**config.mk**
```make
export PLATFORM = sky130hd
export DESIGN_NAME = des_block_loader
export DESIGN_NICKNAME = d
export VERILOG_FILES = /design/src/rtl/des_io_pkg.sv /design/src/rtl/des_byte_assembler.sv /design/src/rtl/des_block_loader.sv
export SDC_FILE = /design/constraint.sdc
export NUM_CORES = 1
export LEC_CHECK = 0
export CORE_ASPECT_RATIO = 0.8
export CORE_MARGIN = 3
export CORE_UTILIZATION = 58
export DETAILED_ROUTE_END_ITERATION = 7
export HOLD_SLACK_MARGIN = 0.15
export PLACE_DENSITY = 0.95
export SLEW_MARGIN = 20
export SYNTH_ARGS = -nofsm -noshare
export SYNTH_HDL_FRONTEND = slang
export SYNTH_SLANG_ARGS = --single-unit
```
**constraint.sdc**
```tcl
create_clock -name clk -period 4.8 [get_ports clk]
set_input_delay 0.96 -clock clk [delete_from_list [all_inputs] [get_ports clk]]
set_output_delay 0.96 -clock clk [all_outputs]
set_load 0.01 [all_outputs]
```
**src/rtl/des_io_pkg.sv**
```systemverilog
// Shared widths and the left/right half pair for the DES block I/O path.
package des_io_pkg;

    localparam int unsigned BLOCK_W     = 64;
    localparam int unsigned HALF_W      = 32;
    localparam int unsigned BLOCK_BYTES = 8;
    localparam int unsigned IDX_W       = $clog2(BLOCK_BYTES);

    typedef struct packed {
        logic [HALF_W-1:0] left;
        logic [HALF_W-1:0] right;
    } half_pair_t;

    // Upper word of the block becomes the left half.
    function automatic half_pair_t split_block(input logic [BLOCK_W-1:0] blk);
        return half_pair_t'(blk);
    endfunction

endpackage

```
**src/rtl/des_byte_assembler.sv**
```systemverilog
// Collects bytes MSB-first into a 64-bit block and holds one completed
// block in place while the output slot is busy.
module des_byte_assembler
    import des_io_pkg::*;
(
    input  logic               clk,
    input  logic               rst_n,
    input  logic               clear,
    input  logic [7:0]         byte_in,
    input  logic               byte_valid,
    output logic               byte_ready,
    input  logic               slot_free,
    output logic               load,
    output logic [BLOCK_W-1:0] load_data,
    output logic               partial
);

    logic [IDX_W-1:0]   idx;
    logic [BLOCK_W-1:0] shreg;
    logic               asm_full;
    logic               accept;
    logic               last;
    logic [BLOCK_W-1:0] assembled;

    assign accept     = byte_valid && !asm_full && !clear;
    assign last       = (idx == IDX_W'(BLOCK_BYTES - 1));
    assign assembled  = {shreg[BLOCK_W-9:0], byte_in};
    assign byte_ready = !asm_full;
    assign partial    = (idx != '0) && !asm_full;

    // A completing byte bypasses the shift register when the slot is free.
    assign load      = !clear && slot_free && (asm_full || (accept && last));
    assign load_data = asm_full ? shreg : assembled;

    always_ff @(posedge clk or negedge rst_n) begin
        if (!rst_n) begin
            idx      <= '0;
            shreg    <= '0;
            asm_full <= 1'b0;
        end else if (clear) begin
            idx      <= '0;
            asm_full <= 1'b0;
        end else begin
            if (accept) begin
                shreg <= assembled;
                idx   <= idx + IDX_W'(1);
            end
            if (asm_full && slot_free) begin
                asm_full <= 1'b0;
            end else if (accept && last && !slot_free) begin
                asm_full <= 1'b1;
            end
        end
    end

endmodule

```
**src/rtl/des_block_loader.sv**
```systemverilog
// Byte-to-block loader: presents assembled 64-bit blocks as left/right
// halves over a valid/ready handshake and counts delivered blocks.
module des_block_loader
    import des_io_pkg::*;
#(
    parameter int unsigned COUNT_W = 16
) (
    input  logic               clk,
    input  logic               rst_n,
    input  logic               clear,
    input  logic [7:0]         byte_in,
    input  logic               byte_valid,
    output logic               byte_ready,
    output logic [HALF_W-1:0]  left_out,
    output logic [HALF_W-1:0]  right_out,
    output logic               blk_valid,
    input  logic               blk_ready,
    output logic               partial,
    output logic [COUNT_W-1:0] blk_count
);

    logic               slot_free;
    logic               handshake;
    logic               load;
    logic [BLOCK_W-1:0] load_data;
    half_pair_t         load_pair;

    assign slot_free = !blk_valid || blk_ready;
    assign handshake = blk_valid && blk_ready && !clear;
    assign load_pair = split_block(load_data);

    des_byte_assembler u_asm (
        .clk        (clk),
        .rst_n      (rst_n),
        .clear      (clear),
        .byte_in    (byte_in),
        .byte_valid (byte_valid),
        .byte_ready (byte_ready),
        .slot_free  (slot_free),
        .load       (load),
        .load_data  (load_data),
        .partial    (partial)
    );

    always_ff @(posedge clk or negedge rst_n) begin
        if (!rst_n) begin
            left_out  <= '0;
            right_out <= '0;
            blk_valid <= 1'b0;
            blk_count <= '0;
        end else begin
            if (clear) begin
                blk_valid <= 1'b0;
            end else if (load) begin
                left_out  <= load_pair.left;
                right_out <= load_pair.right;
                blk_valid <= 1'b1;
            end else if (handshake) begin
                blk_valid <= 1'b0;
            end
            if (handshake) begin
                blk_count <= blk_count + COUNT_W'(1);
            end
        end
    end

endmodule

```
# Yosys cells after proc, flatten, opt, wreduce, memory -nomap -nowiden
# Cells that the tools add are included.
# word_totals
elab_cells	42
output_inout_bits	83
regBits	149
input_bits	13
# classes
n_mux	9
addsub	2
n_reduce_logical	22
bitwise	1
eq_ne	1
# op_table
op	n
64-bit two-way mux	1
16-bit by 1-bit adder with 16-bit output (second input constant)	1
1-bit logical AND	10
3-bit nonzero test	3
1-bit two-way mux	6
3-bit two-way mux	2
1-bit zero test	4
2-bit AND reduction	2
3-bit by 1-bit adder with 3-bit output (second input constant)	1
3-bit equality test (second input constant)	1
1-bit logical OR	2
2-bit nonzero test	1
1-bit inverter	1

# Logic depth before layout (Yosys ltp)
# depth
depth_word	8
mapped_depth	8
ltp_nobuf	6

# Modules after synthesis
# A second synthesis with hierarchy kept.
# hier_totals
cells_unflattened	427
hier_area_um2	6550.0
# modules_own_cells
mod	n_inst	area_each_um2	seq_area_each_um2	cells_per_inst
des_byte_assembler	1	3399.5	1701.6	230
des_block_loader	1	3150.5	2026.9	197

# Worst setup path after synthesis
# Ideal clock, no wire load.
# synth_timing
kind	reg-to-output
startpoint	register u_asm.asm_full
endpoint	output port partial
stages_incl_launch_ff	5
required_ps	3840
path_slack_ps	2793
path_buffers	3
t_arrival_ps	1047
cell_sequence	dfrtp_1 -> buf_2 -> buf_4 -> buf_2 -> a21oi_1
# synth_via
elab_chain_len	2
# synth_lines
item	line_no	rtl
from (decl)	des_byte_assembler.sv:20	logic asm_full;
from (signal assigned)	des_byte_assembler.sv:39	asm_full <= 1'b0;
from (signal assigned)	des_byte_assembler.sv:42	asm_full <= 1'b0;
from (signal assigned)	des_byte_assembler.sv:49	asm_full <= 1'b0;
1-bit zero test	des_byte_assembler.sv:29	assign partial = (idx != '0) && !asm_full;
1-bit logical AND	des_byte_assembler.sv:29	
to (decl)	des_block_loader.sv:18	output logic partial,
# No other way between the ends.

# Worst setup path after layout
# layout_timing
startpoint	register u_asm.idx[0]
endpoint	output port partial
# layout_via
elab_chain_len	2
# layout_lines
item	line_no	rtl
from (decl)	des_byte_assembler.sv:18	logic [IDX_W-1:0] idx;
from (signal assigned)	des_byte_assembler.sv:46	idx <= idx + IDX_W'(1);
3-bit nonzero test	des_byte_assembler.sv:29	
1-bit logical AND	des_byte_assembler.sv:29	
# No other way between the ends.

==> summary.md <==
| Metric | Value |
|---|---|
| Most instantiated library cell after synthesis | `sky130_fd_sc_hd__dfrtp_1` |
| Post-cts sizing count | `0` |
| Routed WL | `12700 µm` |
| TritonCTS Buffers | `17` |
| Area of the die | `12200 µm²` |
| Area leader, netlist | `sky130_fd_sc_hd__dfrtp_1` |
| Max FO, Critical Path | `2` |
| Area of the core | `10400 µm²` |
| Mean instance size in the synthesized netlist | `12.7 µm²` |
| Warnings, synthesis | `0` |
| Max capacitance violation total | `0` |
| Global-route usage over all layers | `22.4%` |
| Final-stage net count | `602` |
| DRT antenna net count | `0` |
| Cell at the root of the clock tree | `sky130_fd_sc_hd__clkbuf_16` |
| Total number of clock tree sinks | `149` |
| Area after detailed placement | `7300 µm²` |
| Start-to-end type of the worst setup path | `flip-flop to output pin` |
| Count of different cell masters after synthesis | `27` |
| Status | `completed` |
| Number of hold-repair buffers added at the cts stage | `0` |
| Largest net degree at the start of global routing | `129` |
| Post-synth net total | `514` |
| First-pass GRT wire length | `21200 µm` |
| Final period utilization | `56.8%` |
| Slack of the worst reg-to-reg path | `2.16 ns` |
| Clock latency of the later-clocked register in the worst-skew pair | `0.41 ns` |
| Count of TritonRoute iterations in the first routing pass | `4` |
| TritonCTS clock tree | `yes` |
| Min Clock Period, post-route | `2.72 ns` |
| DRC errors left | `0` |
| CTS H-tree lvls | `4` |
| Detailed-route vias per instance | `5.56` |
| Number of hold-slack violations in the final timing report | `0` |
| Max Freq | `0.367 GHz` |
| Count of placed standard cells including taps | `706` |
| Share of synthesized flip-flops with an asynchronous set or reset | `100%` |
| Worst Hold Class | `flip-flop to flip-flop` |
| Unrepaired setup endpoints after global routing | `false` |
| Data arrival time of the critical path | `1.76 ns` |
| VDD IR max | `0.303 mV` |
| Worst slew margin relative to its limit | `27.3%` |
| Maximum buffer depth of the clock tree | `2` |
| Routed wire per std cell | `17.2 µm` |
| Num ports | `96` |
| Number of standard cells in the final layout excluding fillers | `737` |
| CP Launch Type | `flip-flop` |
| Number of synthesized flops with an enable pin | `0` |
| Synth Instances | `497` |
| #FFs+latches synth | `149` |
| Most common library cells after synthesis | `sky130_fd_sc_hd__dfrtp_1 (149), sky130_fd_sc_hd__nor2_1 (71), sky130_fd_sc_hd__a21oi_1 (67)` |
| Area of the mapped netlist | `6330 µm²` |
| Remaining Overflow, GRT | `0` |
| Clock-pin slew reported for the worst setup and hold paths after clock tree synthesis | `0.06 ns` |
| Sequential-to-total area share from yosys stat | `58.9%` |
| Ratio of total power to cell area | `445 nW/µm²` |
| Post-route standard cell area excluding fillers | `7940 µm²` |
| DIE WIDTH | `123 µm` |
| Synthesis-to-layout area growth | `25.4%` |
| Setup bufs post-CTS | `0` |
| Final core area utilization | `76.0%` |
| Setup TNS Final | `0 ns` |
| CP endpoint kind | `output pin` |
| Pleak | `0.00342 µW` |
| Number of placement rows | `33` |
| Number of diodes added for antenna fixing | `0` |
| Number of antenna violations at the first check in global routing | `0` |
| Pins Over Slew Limit | `0` |
| Share of the synthesized area in the top cell type | `58.9%` |
| Overall via count from detail_route | `4095` |
| Data required time at the worst endpoint | `3.84 ns` |
| Quantity of I/O buffers inserted on ports | `95` |
| Synth area leaders | `sky130_fd_sc_hd__dfrtp_1 (59%), sky130_fd_sc_hd__mux2_2 (11%), sky130_fd_sc_hd__mux2i_1 (10%)` |
| Vias in the first global route | `4213` |
| Skew final | `0.0115 ns` |
| Worst-Margin Slew | `1.09 ns` |
| Detailed-placement wirelength estimate | `7870 µm` |
| Leading register cell type out of synthesis | `sky130_fd_sc_hd__dfrtp_1` |
| Share of layout cells above drive strength 1 | `17.1%` |
| # setup viols final | `0` |
| # fillers | `622` |
| Die height | `99.5 µm` |
| Drt first-iter violations | `270` |
| Starting utilization of the core area | `60.6%` |
| Final RePlAce weighted congestion | `0.801` |
| Fin Hold WS | `0.501 ns` |
[area by class of cell]
type / count / area (µm²) / area share [%]
clock inverters: 11 / 173 / 2.17
well taps: 140 / 175 / 2.21
repair buffers: 99 / 995 / 12.5
clock buffers: 20 / 467 / 5.88
multi-input cells: 314 / 2390 / 30.0
flip-flops and latches: 149 / 3730 / 47.0
inverters: 4 / 15.0 / 0.189
[where the power goes]
part | switching (µW) | internal, µW
Sequential | 219 | 1480
Clock | 505 | 912
Combinational | 171 | 254
[stage by stage]
stage / total power, µW / setup WS [ns]
after floorplan: 1950 / 2.79
after global placement: 2090 / 1.76
after detailed placement: 2130 / 1.71
after CTS: 3570 / 2.04
after global routing: 3700 / 1.98
final: 3540 / 2.08
[critical path, cell delays in order, from the launching register on]
cell and delay [ns]:
sky130_fd_sc_hd__dfrtp_1 0.36, sky130_fd_sc_hd__inv_1 0.07, sky130_fd_sc_hd__ha_1 0.20, sky130_fd_sc_hd__a21oi_1 0.16, sky130_fd_sc_hd__clkdlybuf4s50_1 0.56
[logic make-up (layout without fill, tap and decap cells)]
family | after synthesis | after routing | synth area share [%]
simple gates | 96 | 96 | 7.29
fa+ha+maj | 4 | 4 | 0.790
flops | 149 | 149 | 58.9
mux | 131 | 131 | 22.0
compound gates | 67 | 67 | 5.29
xor+xnor | 16 | 16 | 2.21
buf+inv | 34 | 134 | 3.56
[state kept, by name, indices dropped and copies added (netlist names)]
name            cells
left_out           32
blk_valid           1
blk_count          16
u_asm.idx           3
right_out          32
u_asm.shreg        64
u_asm.asm_full      1
[final timing paths]
path | start | end | cells after the start
worst min register to register | blk_count[14] | blk_count[14] | 1
worst min-delay path | blk_count[14] | blk_count[14] | 1
worst max-delay path | u_asm.idx[0] | partial | 4
min in group asynchronous | rst_n | left_out[30] | 1
max in group asynchronous | rst_n | left_out[0] | 2
worst max register to register | u_asm.asm_full | left_out[3] | 6
[cell usage in the layout (no fill, tap or decap), types with 2 or more instances in the layout]
cell,count
sky130_fd_sc_hd__a21oi_1,67
sky130_fd_sc_hd__and3_1,2
sky130_fd_sc_hd__and4_1,2
sky130_fd_sc_hd__buf_4,3
sky130_fd_sc_hd__bufinv_16,4
sky130_fd_sc_hd__clkbuf_16,17
sky130_fd_sc_hd__clkbuf_8,3
sky130_fd_sc_hd__clkdlybuf4s50_1,94
sky130_fd_sc_hd__clkinv_2,2
sky130_fd_sc_hd__clkinv_4,2
sky130_fd_sc_hd__dfrtp_1,148
sky130_fd_sc_hd__ha_1,4
sky130_fd_sc_hd__inv_1,4
sky130_fd_sc_hd__inv_6,2
sky130_fd_sc_hd__mux2_1,5
sky130_fd_sc_hd__mux2_2,60
sky130_fd_sc_hd__mux2i_1,66
sky130_fd_sc_hd__nand2_1,5
sky130_fd_sc_hd__nand3_1,2
sky130_fd_sc_hd__nand4_1,5
sky130_fd_sc_hd__nor2_1,71
sky130_fd_sc_hd__xnor2_1,10
sky130_fd_sc_hd__xor2_1,6
[routing by layer]
| metal | routed length, µm | track usage [%] | part of all wire [%] | vias up |
|---|---|---|---|---|
| met5 | 0 | 0 | 0 | - |
| met3 | 526 | 4.89 | 4.1 | 16 |
| met1 | 5580 | 30.1 | 44 | 2069 |
| li1 | - | - | - | 1905 |
| met2 | 6390 | 36.7 | 50 | 105 |
| met4 | 191 | 7.49 | 1.5 | 0 |
No activity file was read; power rests on OpenSTA's default activity.
